===== src/rtl/shifter_pkg.sv =====
// Shared definitions for the pipelined barrel shifter.
// Op encoding, op typedef and the WIDTH legality helper.
package shifter_pkg;

  typedef logic [1:0] op_t;

  localparam op_t OP_LSL = 2'b00;
  localparam op_t OP_LSR = 2'b01;
  localparam op_t OP_ASR = 2'b10;
  localparam op_t OP_ROR = 2'b11;

  function automatic bit is_pow2(input int unsigned w);
    return (w >= 2) && ((w & (w - 1)) == 0);
  endfunction

endpackage


===== src/rtl/shifter_stage.sv =====
// One register slice of the shifter: shifts by 2^STAGE when
// amt bit STAGE is set. ld_i is this slice's ready (load enable).
// Ports: up_* beat from upstream, *_o registered beat downstream.
module shifter_stage
  import shifter_pkg::*;
#(
  parameter int WIDTH = 32,
  parameter int TAG_W = 4,
  parameter int AMT_W = 5,
  parameter int STAGE = 0
) (
  input  logic             clk,
  input  logic             rst,
  input  logic             ld_i,
  input  logic             up_valid_i,
  input  logic [WIDTH-1:0] up_data_i,
  input  logic [AMT_W-1:0] up_amt_i,
  input  op_t              up_op_i,
  input  logic [TAG_W-1:0] up_tag_i,
  output logic             valid_o,
  output logic [WIDTH-1:0] data_o,
  output logic [AMT_W-1:0] amt_o,
  output op_t              op_o,
  output logic [TAG_W-1:0] tag_o
);

  localparam int D = 1 << STAGE;

  logic             valid_q;
  logic [WIDTH-1:0] data_q;
  logic [WIDTH-1:0] data_d;
  logic [AMT_W-1:0] amt_q;
  op_t              op_q;
  logic [TAG_W-1:0] tag_q;

  // ASR keeps the sign bit in place at every stage, so the
  // current MSB is always the original operand's MSB.
  always_comb begin
    data_d = up_data_i;
    if (up_amt_i[STAGE]) begin
      unique case (up_op_i)
        OP_LSL:  data_d = up_data_i << D;
        OP_LSR:  data_d = up_data_i >> D;
        OP_ASR:  data_d = $signed(up_data_i) >>> D;
        OP_ROR:  data_d = (up_data_i >> D)
                        | (up_data_i << (WIDTH - D));
        default: data_d = up_data_i;
      endcase
    end
  end

  always_ff @(posedge clk or posedge rst) begin
    if (rst) begin
      valid_q <= 1'b0;
      data_q  <= '0;
      amt_q   <= '0;
      op_q    <= OP_LSL;
      tag_q   <= '0;
    end else if (ld_i) begin
      valid_q <= up_valid_i;
      if (up_valid_i) begin
        data_q <= data_d;
        amt_q  <= up_amt_i;
        op_q   <= up_op_i;
        tag_q  <= up_tag_i;
      end
    end
  end

  assign valid_o = valid_q;
  assign data_o  = data_q;
  assign amt_o   = amt_q;
  assign op_o    = op_q;
  assign tag_o   = tag_q;

endmodule


===== src/rtl/pipelined_barrel_shifter.sv =====
// SHIFT_W-stage barrel shifter (LSL/LSR/ASR/ROR) with tag and
// valid/ready on both sides; in_* upstream, out_* downstream.
module pipelined_barrel_shifter
  import shifter_pkg::*;
#(
  parameter  int WIDTH   = 32,
  parameter  int TAG_W   = 4,
  localparam int SHIFT_W = $clog2(WIDTH)
) (
  input  logic               clk,
  input  logic               rst,
  input  logic               in_valid,
  output logic               in_ready,
  input  logic [WIDTH-1:0]   in_data,
  input  logic [SHIFT_W-1:0] in_amt,
  input  op_t                in_op,
  input  logic [TAG_W-1:0]   in_tag,
  output logic               out_valid,
  input  logic               out_ready,
  output logic [WIDTH-1:0]   out_data,
  output logic [TAG_W-1:0]   out_tag
);

  if (!is_pow2(WIDTH)) begin : g_bad_width
    $error("WIDTH must be a power of two >= 2");
  end
  if (TAG_W < 1) begin : g_bad_tag
    $error("TAG_W must be >= 1");
  end

  // Index 0 is the input port; index i+1 is stage i's register.
  logic [SHIFT_W:0]              v;
  logic [SHIFT_W:0][WIDTH-1:0]   d;
  logic [SHIFT_W:0][SHIFT_W-1:0] a;
  op_t  [SHIFT_W:0]              o;
  logic [SHIFT_W:0][TAG_W-1:0]   t;
  logic [SHIFT_W:0]              rdy;

  assign v[0] = in_valid;
  assign d[0] = in_data;
  assign a[0] = in_amt;
  assign o[0] = in_op;
  assign t[0] = in_tag;

  // A stage can load if it is empty or everything below it
  // can move, so bubbles collapse under a stalled output.
  always_comb begin
    logic acc;
    acc = out_ready;
    rdy = '0;
    rdy[SHIFT_W] = out_ready;
    for (int i = SHIFT_W - 1; i >= 0; i--) begin
      acc    = acc | ~v[i+1];
      rdy[i] = acc;
    end
  end

  for (genvar i = 0; i < SHIFT_W; i++) begin : g_stage
    shifter_stage #(
      .WIDTH (WIDTH),
      .TAG_W (TAG_W),
      .AMT_W (SHIFT_W),
      .STAGE (i)
    ) u_stage (
      .clk        (clk),
      .rst        (rst),
      .ld_i       (rdy[i]),
      .up_valid_i (v[i]),
      .up_data_i  (d[i]),
      .up_amt_i   (a[i]),
      .up_op_i    (o[i]),
      .up_tag_i   (t[i]),
      .valid_o    (v[i+1]),
      .data_o     (d[i+1]),
      .amt_o      (a[i+1]),
      .op_o       (o[i+1]),
      .tag_o      (t[i+1])
    );
  end

  // Amount and op are spent once the last stage has shifted.
  logic unused_tail;
  assign unused_tail = ^{a[SHIFT_W], o[SHIFT_W]};

  assign in_ready  = rdy[0];
  assign out_valid = v[SHIFT_W];
  assign out_data  = d[SHIFT_W];
  assign out_tag   = t[SHIFT_W];

endmodule


===== config.mk =====
export PLATFORM = sky130hd
export DESIGN_NAME = pipelined_barrel_shifter
export DESIGN_NICKNAME = d
export VERILOG_FILES = /design/src/rtl/shifter_pkg.sv /design/src/rtl/shifter_stage.sv /design/src/rtl/pipelined_barrel_shifter.sv
export SDC_FILE = /design/constraint.sdc
export NUM_CORES = 1
export LEC_CHECK = 0
export BUFFER_PORTS_ARGS = -buffer_cell sky130_fd_sc_hd__buf_4
export CORE_MARGIN = 4
export CORE_UTILIZATION = 40
export CTS_BUF_LIST = sky130_fd_sc_hd__clkbuf_2
export CTS_CLUSTER_DIAMETER = 200
export DETAILED_ROUTE_END_ITERATION = 16
export PLACE_DENSITY = 0.69
export SLEW_MARGIN = 25
export SYNTH_ARGS = -nofsm -noshare
export SYNTH_HDL_FRONTEND = slang
export SYNTH_SLANG_ARGS = --single-unit

===== constraint.sdc =====
create_clock -name clk -period 5.7 [get_ports clk]
set_input_delay 0 -clock clk [delete_from_list [all_inputs] [get_ports clk]]
set_output_delay 0 -clock clk [all_outputs]
set_load 0.01 [all_outputs]

==> flow_summary_export.csv, run 1 <==
group,metric,value,unit
detailed_routing,drtAntennaViolNets,0,
run_status,status,"completed",
detailed_routing,post_drt_wl_per_cell,15.09,um
min_path,min_from,"out_ready",
critical_path,r2r_slack,3.06,ns
critical_path,r2r_cells,6,
timing,drv_slew,0,
detailed_routing,drt_iter0_markers,807,
floorplan,core_area,26060,um2
synth,synthesis.area,10570,um2
synth,yosys_warnings,0,
finish,layout_commonest_cell,"nand2_1",
grt,grt_usage,17.83,%
floorplan,die-width,170.5,um
synth,synth_area_leaders,"dfrtp_1 (48%), nand2_1 (9.8%), o21ai_0 (7.1%), nor2_1 (4.0%), mux2i_1 (3.9%)",
finish,fillers,2418,
power_and_ir_drop,powerDensity,424.8,nW/um2
synth,avgSynthCellArea,8.770,um2
detailed_routing,drt_pass1_iterations,6,
synth,ys_types,38,
clock_network,cts.sinks,203,
synth,ys_seq_area_share,48.07,%
clock_network,clkTransAtPathRegs,0.10,ns
finish,final_area,12920,um2
critical_path,path_class,"reg2reg",
synth,yosysTopAreaCell,"dfrtp_1",
clock_network,clock-root-buffer,"clkbuf_2",
finish,nets,1402,
detailed_routing,drcViolationCount,0,
synth,syn_nets,1252,
timing,hold_viol,0,
critical_path,critPathArrivalTime,3.32,ns
synth,ys.flop_type,"dfrtp_1",
grt,grt_pass1_vias,8725,
synth,synth_seq_cells,203,
finish,postLayoutCoreUtil,49.57,%
timing,worstMarginPinSlew,0.9880,ns
timing,slew_headroom,34.13,%
synth,synth_edf_count,0,
placement,placed_cell_area,11080,um2
floorplan,initial_core_util,40.55,%
placement,io_buffer_count,84,
detailed_routing,routed_wl,25960,um
clock_network,cts-buffers-inserted,52,
detailed_routing,vias,9024,
power_and_ir_drop,ir_worst_vdd,0.0002417,V
run,max_cap_violations,0,
timing,rsz0062_at_grt,"false",
critical_path,worstPathMaxFanout,67,
clock_network,clock_latency,0.82,ns
min_path,whs_path_depth,4,
min_path,holdCritPathClass,"in2reg",
critical_path,regToRegEndpoint,"g_stage[0].u_stage.data_o[9]",
critical_path,worstSetupEndpointType,"register",
floorplan,pin_count,85,
synth,post_synth_inst_count,1205,
timing,timing.fmax,378.7,MHz
timing,tns,0,ns
synth,synthArstFlopShare,100.0,%
critical_path,crit_required,6.38,ns
critical_path,critPathLaunchType,"register",
grt,grt_pass1_wl,43620,um
floorplan,die_y,170.5,um
placement,pre_cts_ws,3.141,ns
power_and_ir_drop,leakage,6.006,nW
finish,drive_above_1_share,17.04,%
floorplan,dieArea,29080,um2
finish,syn_to_final_growth,22.22,%
clock_network,cts_tree,"built",
min_path,min_to,"g_stage[4].u_stage.valid_o",
finish,layout_common_cells,"nand2_1 (273), dfrtp_1 (202), o21ai_0 (149), dlygate4sd3_1 (128), nor2_1 (112)",
detailed_routing,viasPerCell,5.243,
clock_network,cts_max_path_buffers,3,
timing,period_needed,2.641,ns
placement,dp_hpwl,16080,um
floorplan,rows,59,
timing,setup_viol,0,
clock_network,htreeDepth,2,
critical_path,rr_startpoint,"g_stage[3].u_stage.valid_o",
grt,grt_max_degree,127,
placement,gp_congestion,0.8243,
grt,antenna_found_initial,1,
timing,clock_skew,0.04907,ns
grt,overflow,0,
timing,layout_setup_ws,3.059,ns
synth,synthDominantCellAreaShare,48.07,%
timing,fin_crit_sh,46.33,%
kinds of logic (layout without fill, tap and decap cells):
| group | after synthesis | count (layout) | share of synthesized area [%] |
|---|---|---|---|
| AO/OA/AOI/OAI | 337 | 337 | 20.61 |
| buffers and inverters | 134 | 314 | 6.287 |
| AND/OR/NAND/NOR | 462 | 462 | 18.19 |
| other | 0 | 1 | 0 |
| multiplexers | 68 | 68 | 6.761 |
| XOR/XNOR | 1 | 1 | 0.08289 |
| flip-flops | 203 | 203 | 48.07 |
synth_stat cells (4+ instances only):
cell type  instances
mux2_2            19
a21o_1            47
and3_1            24
buf_2             24
nand2b_1           5
o211ai_1          11
a311oi_1          17
mux2i_1           41
nor2_1           113
buf_4             35
o21ai_0          149
a211oi_1          30
nand2_1          275
inv_1              6
nand3_1           12
nand4_1            4
clkbuf_1          66
dfrtp_1          203
nor2b_1           16
a21oi_1           20
a31oi_1           15
or2_2              4
mux2_1             8
a221oi_1          16
a31o_2            27
cell type report:
class / count / area (um2) / area share, %
Sequential cell: 203 / 5081 / 39.34
Multi-Input combinational cell: 868 / 4848 / 37.54
Timing Repair Buffer: 223 / 2018 / 15.63
Tap cell: 335 / 419.2 / 3.245
Clock buffer: 71 / 355.3 / 2.751
Clock inverter: 13 / 157.7 / 1.221
Inverter: 7 / 33.78 / 0.2616
Antenna cell: 1 / 2.502 / 0.01937
metal layers:
layer	wire, um	vias up	track usage (%)
met4	652	0	6.493
met5	0	-	0
met1	11930	4267	24.06
li1	-	4480	-
met3	1195	52	3.281
met2	12180	225	28.90
power breakdown:
part	switching (mW)	leakage [nW]	internal [mW]	total (mW)
Clock	0.576	0.373	0.513	1.09
Sequential	0.583	2.46	1.96	2.54
Combinational	0.988	3.17	0.865	1.85
what timing repair did:
action,4_1_cts,5_1_grt
setup buffers,0,0
hold endpoints to repair,238,0
hold buffers,128,0
resized for setup,0,0
worst max path at each step:
stage | endpoint | slack, ns | from
after CTS | g_stage[0].u_stage.data_o[13] | 3.06 | g_stage[3].u_stage.valid_o
after global placement | g_stage[4].u_stage.data_o[4] | 3.19 | g_stage[3].u_stage.amt_o[4]
after detailed placement | g_stage[4].u_stage.data_o[4] | 3.14 | g_stage[3].u_stage.amt_o[4]
after global routing | g_stage[0].u_stage.data_o[22] | 2.91 | g_stage[3].u_stage.valid_o
after floorplan | g_stage[0].u_stage.amt_o[1] | 0.16 | rst
final | g_stage[0].u_stage.data_o[9] | 3.06 | g_stage[3].u_stage.valid_o
stage by stage:
stage	hold slack (ns)	cells	power, mW
global route	0.09274	1721	5.931
CTS	0.03146	1719	5.505
floorplan	0.1084	1205	3.825
finish	0.1058	1721	5.487
detailed placement	0.2185	1507	4.333
global placement	0.2165	1507	4.263
worst max-delay path: stages, from the launching register on:
cell           delay, ns
dfrtp_1             0.46
nand4b_4            0.20
o21ai_4             0.32
buf_4               0.60
a211oi_1            0.13
dlygate4sd3_1       0.61
a21o_1              0.15
flip-flops by register name, indices dropped and copies added, names as in the netlist:
name                     cells
g_stage.u_stage.amt_o       10
g_stage.u_stage.data_o     160
g_stage.u_stage.op_o         8
g_stage.u_stage.tag_o       20
g_stage.u_stage.valid_o      5
Power figures use the tool's default switching activity.
==> run 2: changes to the inputs <==
- ABC_AREA: not set -> 1
- PLACE_DENSITY: 0.69 -> 0.67
- clock period: 5.7 -> 2.6 ns (I/O delays scaled with it)
==> run 2 against run 1 <==
Against the previous run:
- critical path depth increased by 5
- largest power group is now combinational logic
- synthesized cell count is 28% higher
- total power rose by 130%
- non-clock buffer count is 13 higher
- clock power up 94%
- synthesized area increased by 4.2%
- clock-buffer cell count up 3
==> flow_summary_export.csv, run 2 <==
group,metric,value,unit
run_status,status,"completed",
critical_path,path_cells,"dlygate4sd3_1 -> buf_4 -> nor2_1 -> inv_1 -> nand2_1 -> nand3_1 -> nand2_1 -> dlygate4sd3_1 -> nand3_1 -> dlygate4sd3_1 -> nand2_1",
detailed_routing,drt_pass1_iterations,5,
power_and_ir_drop,swShare,43.56,%
power_and_ir_drop,ir_worst_vdd,0.0003245,V
clock_network,clkTransAtPathRegs,0.10,ns
critical_path,crit_family,"buffers and inverters",
placement,dp_hpwl,18130,um
critical_path,cp_slowest_cell,"inv_1",
critical_path,critPathBufInv,5,
detailed_routing,post_drt_wl_per_cell,12.99,um
synth,synth_edf_count,0,
power_and_ir_drop,seqPwrFrac,39.8,%
power_and_ir_drop,intPower,7.225,mW
detailed_routing,drt_iter0_markers,755,
synth,yosysTopAreaCell,"dfrtp_1",
power_and_ir_drop,powerDensity,955.5,nW/um2
floorplan,dieArea,30240,um2
timing,period_needed,2.256,ns
synth,synthDominantCellAreaShare,46.14,%
synth,synth_commonest_cells,"nand2_1 (543), dfrtp_1 (203), o21ai_0 (165)",
timing,hold_viol,0,
timing,slew_headroom,39.51,%
timing,rsz0062_at_grt,"false",
placement,pre_cts_ws,0.9154,ns
power_and_ir_drop,p_comb_share,43.6,%
floorplan,die-width,173.9,um
timing,layout_setup_ws,0.3436,ns
finish,largest_register_ffs,160,
detailed_routing,vias,10294,
run,max_cap_violations,0,
floorplan,initial_core_util,40.74,%
clock_network,htreeDepth,2,
synth,ys_types,25,
power_and_ir_drop,leakage,6.770,nW
synth,post-synth-top-count-cell,"nand2_1",
grt,grt_usage,17.99,%
synth,yosys_warnings,0,
power_and_ir_drop,p_switching,5.575,mW
detailed_routing,drtAntennaViolNets,0,
timing,fin_crit_sh,86.78,%
finish,drive_above_1_share,11.37,%
clock_network,cts.sinks,203,
critical_path,crit_required,3.30,ns
synth,synth_seq_cells,203,
power_and_ir_drop,pwr-share-clk,16.6,%
synth,avgSynthCellArea,7.130,um2
finish,syn_to_final_growth,21.67,%
finish,nets,1755,
detailed_routing,viasPerCell,4.940,
detailed_routing,routed_wl,27070,um
timing,drv_slew,0,
grt,grt_pass1_wl,47380,um
grt,grt_max_degree,61,
floorplan,die_y,173.9,um
critical_path,critPathLaunchType,"primary input",
critical_path,slowest_delay,0.65,ns
synth,ys.flop_type,"dfrtp_1",
synth,synthArstFlopShare,100.0,%
timing,timing.fmax,443.2,MHz
finish,layout_commonest_cell,"nand2_1",
timing,tns,0,ns
critical_path,worstSetupEndpointType,"register",
placement,io_buffer_count,84,
timing,worstMarginPinSlew,0.9064,ns
floorplan,rows,60,
clock_network,cts-buffers-inserted,53,
synth,ys_seq_area_share,46.14,%
finish,layout_common_cells,"nand2_1 (543), dfrtp_1 (203), o21ai_0 (165), inv_1 (154), nand3_1 (135)",
placement,gp_congestion,0.8887,
grt,antenna_found_initial,1,
clock_network,postCtsSetupRepairBufs,0,
synth,synthesis.area,11010,um2
min_path,holdCritPathClass,"in2reg",
synth,synth_area_leaders,"dfrtp_1 (46%), nand2_1 (19%), o21ai_0 (7.5%), nand3_1 (6.1%), inv_1 (5.3%)",
synth,post_synth_inst_count,1544,
timing,clock_skew,0.04395,ns
clock_network,cts_max_path_buffers,3,
critical_path,critPathArrivalTime,2.95,ns
detailed_routing,drcViolationCount,0,
clock_network,clock_latency,0.82,ns
clock_network,cts_tree,"built",
grt,grt_pass1_vias,9921,
clock_network,clock-root-buffer,"clkbuf_2",
critical_path,path_class,"in2reg",
critical_path,worstPathMaxFanout,31,
timing,setup_viol,0,
floorplan,pin_count,85,
floorplan,core_area,27030,um2
timing,holdWs,0.08154,ns
grt,overflow,0,
synth,syn_nets,1591,
-- run 2: path summary, 6_finish.rpt --
| kind | start | end | slack, ns | cells past startpoint |
|---|---|---|---|---|
| worst max-delay path | in_op[1] | g_stage[0].u_stage.data_o[18] | 0.34 | 11 |
| worst min-delay path | out_ready | g_stage[2].u_stage.valid_o | 0.08 | 5 |
| worst max register to register | g_stage[3].u_stage.valid_o | g_stage[0].u_stage.data_o[16] | 0.60 | 7 |
| worst min register to register | g_stage[0].u_stage.tag_o[1] | g_stage[0].u_stage.tag_o[1] | 0.49 | 2 |
| max in group asynchronous | rst | g_stage[4].u_stage.data_o[13] | 1.39 | 5 |
| min in group asynchronous | rst | g_stage[2].u_stage.data_o[14] | 0.48 | 4 |
-- run 2: routing by layer --
metal / vias up / routed length [um] / part of all wire (%) / GRT usage [%]
li1: 5241 / - / - / -
met1: 4701 / 12750 / 47 / 24.17
met2: 302 / 12510 / 46 / 30.12
met3: 50 / 1259 / 4.7 / 2.914
met4: 0 / 549 / 2.0 / 5.444
met5: - / 0 / 0 / 0
-- run 2: cells by family (layout without fill, tap and decap cells) --
logic type / after synthesis / count (layout) / synth area share (%)
AOI/OAI and AO/OA: 304 / 304 / 14.48
other: 0 / 1 / 0
DFF: 203 / 203 / 46.14
buffers and inverters: 286 / 484 / 11.71
and+or+nand+nor: 751 / 751 / 27.67
-- run 2: power by group through the flow --
stage / logic (mW) / registers [mW] / clock network, mW
detailed placement: 5.34 / 5.15 / 0
global placement: 5.24 / 5.12 / 0
finish: 5.58 / 5.10 / 2.12
CTS: 5.58 / 5.09 / 2.21
global route: 6.41 / 5.24 / 2.37
floorplan: 4.31 / 4.90 / 0
-- run 2: timing repair --
item	CTS	global route
hold endpoints to repair	304	0
gates resized for setup	0	0
hold buffers	134	0
-- run 2: worst min-delay path, cell delays in order --
cell           delay (ns)
dlygate4sd3_1        0.53
buf_4                0.12
nor2_2               0.04
nand3_1              0.10
nand2_1              0.06
-- run 2: area by class of cell --
cell class                 count  area [um2]
fill                        2646       13630
tap                          341       426.7
timing repair buffer         236        2182
clock buffer                  74       370.4
antenna                        1       2.502
clock inverter                15       85.08
multi-input combinational   1055        4648
sequential                   203        5080
inverter                     159       600.6
-- run 2: metrics by stage --
stage | instances | area [um2] | power (mW) | util [%]
final | 2084 | 13400 | 12.80 | 49.56
after global placement | 1860 | 11600 | 10.36 | 42.91
after floorplan | 1544 | 11010 | 9.210 | -
after detailed placement | 1860 | 11600 | 10.49 | 42.91
after CTS | 2083 | 13390 | 12.88 | 49.56
after global routing | 2084 | 13400 | 14.03 | 49.56
==> run 3: changes to the inputs <==
- CORE_ASPECT_RATIO: not set -> 2
- GPL_ROUTABILITY_DRIVEN: not set -> 0
==> run 3 against run 2 <==
Against the previous run:
- clock skew grew 0.011 ns
- clock-buffer cell count down 13
- clock power fell by 6%
- critical endpoint is now g_stage[0].u_stage.data_o[9]
- utilization shrank 0.31 points
==> flow_summary_export.csv, run 3 (synthesis gave the netlist of run 2 again) <==
group,metric,value,unit
clock_network,htreeDepth,2,
critical_path,crit_required,3.27,ns
detailed_routing,viasPerCell,4.993,
floorplan,pin_count,85,
critical_path,worstSetupEndpointType,"register",
critical_path,path_class,"in2reg",
clock_network,cts-buffers-inserted,44,
detailed_routing,drt_iter0_markers,400,
timing,layout_setup_ws,0.2595,ns
floorplan,core_area,27010,um2
clock_network,hold_buffers,131,
finish,drive_above_1_share,10.79,%
timing,drv_slew,0,
floorplan,rows,85,
timing,fin_crit_sh,90.02,%
floorplan,dieArea,30400,um2
critical_path,worstPathMaxFanout,31,
timing,slew_headroom,40.35,%
timing,hold_viol,0,
power_and_ir_drop,swShare,43.47,%
critical_path,critPathArrivalTime,3.01,ns
power_and_ir_drop,leakage,6.703,nW
clock_network,clock_latency,0.79,ns
clock_network,cts.sinks,203,
power_and_ir_drop,intPower,7.170,mW
clock_network,clkTransAtPathRegs,0.13,ns
timing,worstMarginPinSlew,0.8938,ns
critical_path,critPathLaunchType,"primary input",
detailed_routing,drtAntennaViolNets,0,
timing,tns,0,ns
power_and_ir_drop,p_switching,5.513,mW
timing,period_needed,2.340,ns
clock_network,postCtsSetupRepairBufs,0,
power_and_ir_drop,ir_worst_vdd,0.0003316,V
finish,nets,1744,
clock_network,cts_resized,0,
floorplan,die-width,125.3,um
power_and_ir_drop,p_comb_share,44.3,%
detailed_routing,post_drt_wl_per_cell,13.46,um
grt,grt_pass1_wl,47240,um
detailed_routing,drcViolationCount,0,
power_and_ir_drop,powerDensity,953.1,nW/um2
grt,overflow,0,
clock_network,cts_max_path_buffers,3,
finish,syn_to_final_growth,20.87,%
timing,rsz0062_at_grt,"false",
finish,layout_commonest_cell,"nand2_1",
power_and_ir_drop,seqPwrFrac,39.9,%
run,max_cap_violations,0,
detailed_routing,routed_wl,27890,um
grt,grt_usage,18.31,%
detailed_routing,drt_pass1_iterations,5,
finish,layout_common_cells,"nand2_1 (543), dfrtp_1 (203), o21ai_0 (165), inv_1 (154), nand3_1 (135)",
clock_network,cts_tree,"built",
timing,timing.fmax,427.3,MHz
run_status,status,"completed",
grt,grt_pass1_vias,10201,
placement,pre_cts_ws,0.8026,ns
power_and_ir_drop,pwr-share-clk,15.8,%
timing,clock_skew,0.05517,ns
grt,antenna_found_initial,1,
clock_network,clock-root-buffer,"clkbuf_2",
min_path,holdCritPathClass,"in2reg",
timing,setup_viol,0,
finish,largest_register_ffs,160,
floorplan,initial_core_util,40.75,%
placement,dp_hpwl,20070,um
timing,holdWs,0.1367,ns
floorplan,die_y,242.6,um
placement,io_buffer_count,84,
grt,grt_max_degree,65,
detailed_routing,vias,10350,
==> run 3: cell type report <==
| type | count | area, um2 |
|---|---|---|
| multi-input combinational | 1055 | 4651 |
| antenna | 1 | 2.502 |
| timing repair buffer | 234 | 2135 |
| sequential | 203 | 5080 |
| clock inverter | 12 | 97.59 |
| fill | 2735 | 13710 |
| clock buffer | 61 | 305.3 |
| inverter | 159 | 600.6 |
| tap | 348 | 435.4 |
==> run 3: worst max-delay path, cell delays in order <==
cell and delay (ns):
dlygate4sd3_1 0.53, buf_4 0.12, nor2_2 0.04, inv_1 0.64, nand2_1 0.24, nand3_1 0.13
nand2_1 0.06, dlygate4sd3_1 0.56, nand3_1 0.07, dlygate4sd3_1 0.55, nand2_1 0.04
==> run 3: metrics by stage <==
step	instances	util, %	power (mW)	instance area, um2
2_1_floorplan	1544	-	9.210	11010
3_3_place_gp	1868	42.90	10.36	11590
3_5_place_dp	1868	42.90	10.51	11590
4_1_cts	2072	49.25	12.78	13300
5_1_grt	2073	49.26	13.84	13310
6_report	2073	49.26	12.68	13310
==> run 3: layer usage <==
layer  wire length [um]  GRT usage [%]  vias up
li1                   -              -     5227
met4               1384          10.34        0
met2              15860          36.49      271
met1               9668          17.79     4752
met5                  0              0        -
met3                980          1.848      100
==> run 3: path summary, 6_finish.rpt <==
path	start	depth (start not counted)	to	slack [ns]
max	in_op[0]	11	g_stage[0].u_stage.data_o[9]	0.26
min	out_ready	5	g_stage[3].u_stage.valid_o	0.14
max reg2reg	g_stage[4].u_stage.valid_o	7	g_stage[0].u_stage.data_o[10]	0.62
min reg2reg	g_stage[0].u_stage.amt_o[4]	2	g_stage[1].u_stage.amt_o[4]	0.47
max in group asynchronous	rst	5	g_stage[2].u_stage.data_o[0]	1.35
min in group asynchronous	rst	4	g_stage[2].u_stage.op_o[1]	0.51
==> run 3: power groups by stage <==
stage	Sequential [mW]	Combinational (mW)	Clock, mW
floorplan	4.90	4.31	0
global placement	5.09	5.28	0
detailed placement	5.12	5.38	0
CTS	5.06	5.63	2.09
global route	5.21	6.41	2.23
finish	5.06	5.62	2.00
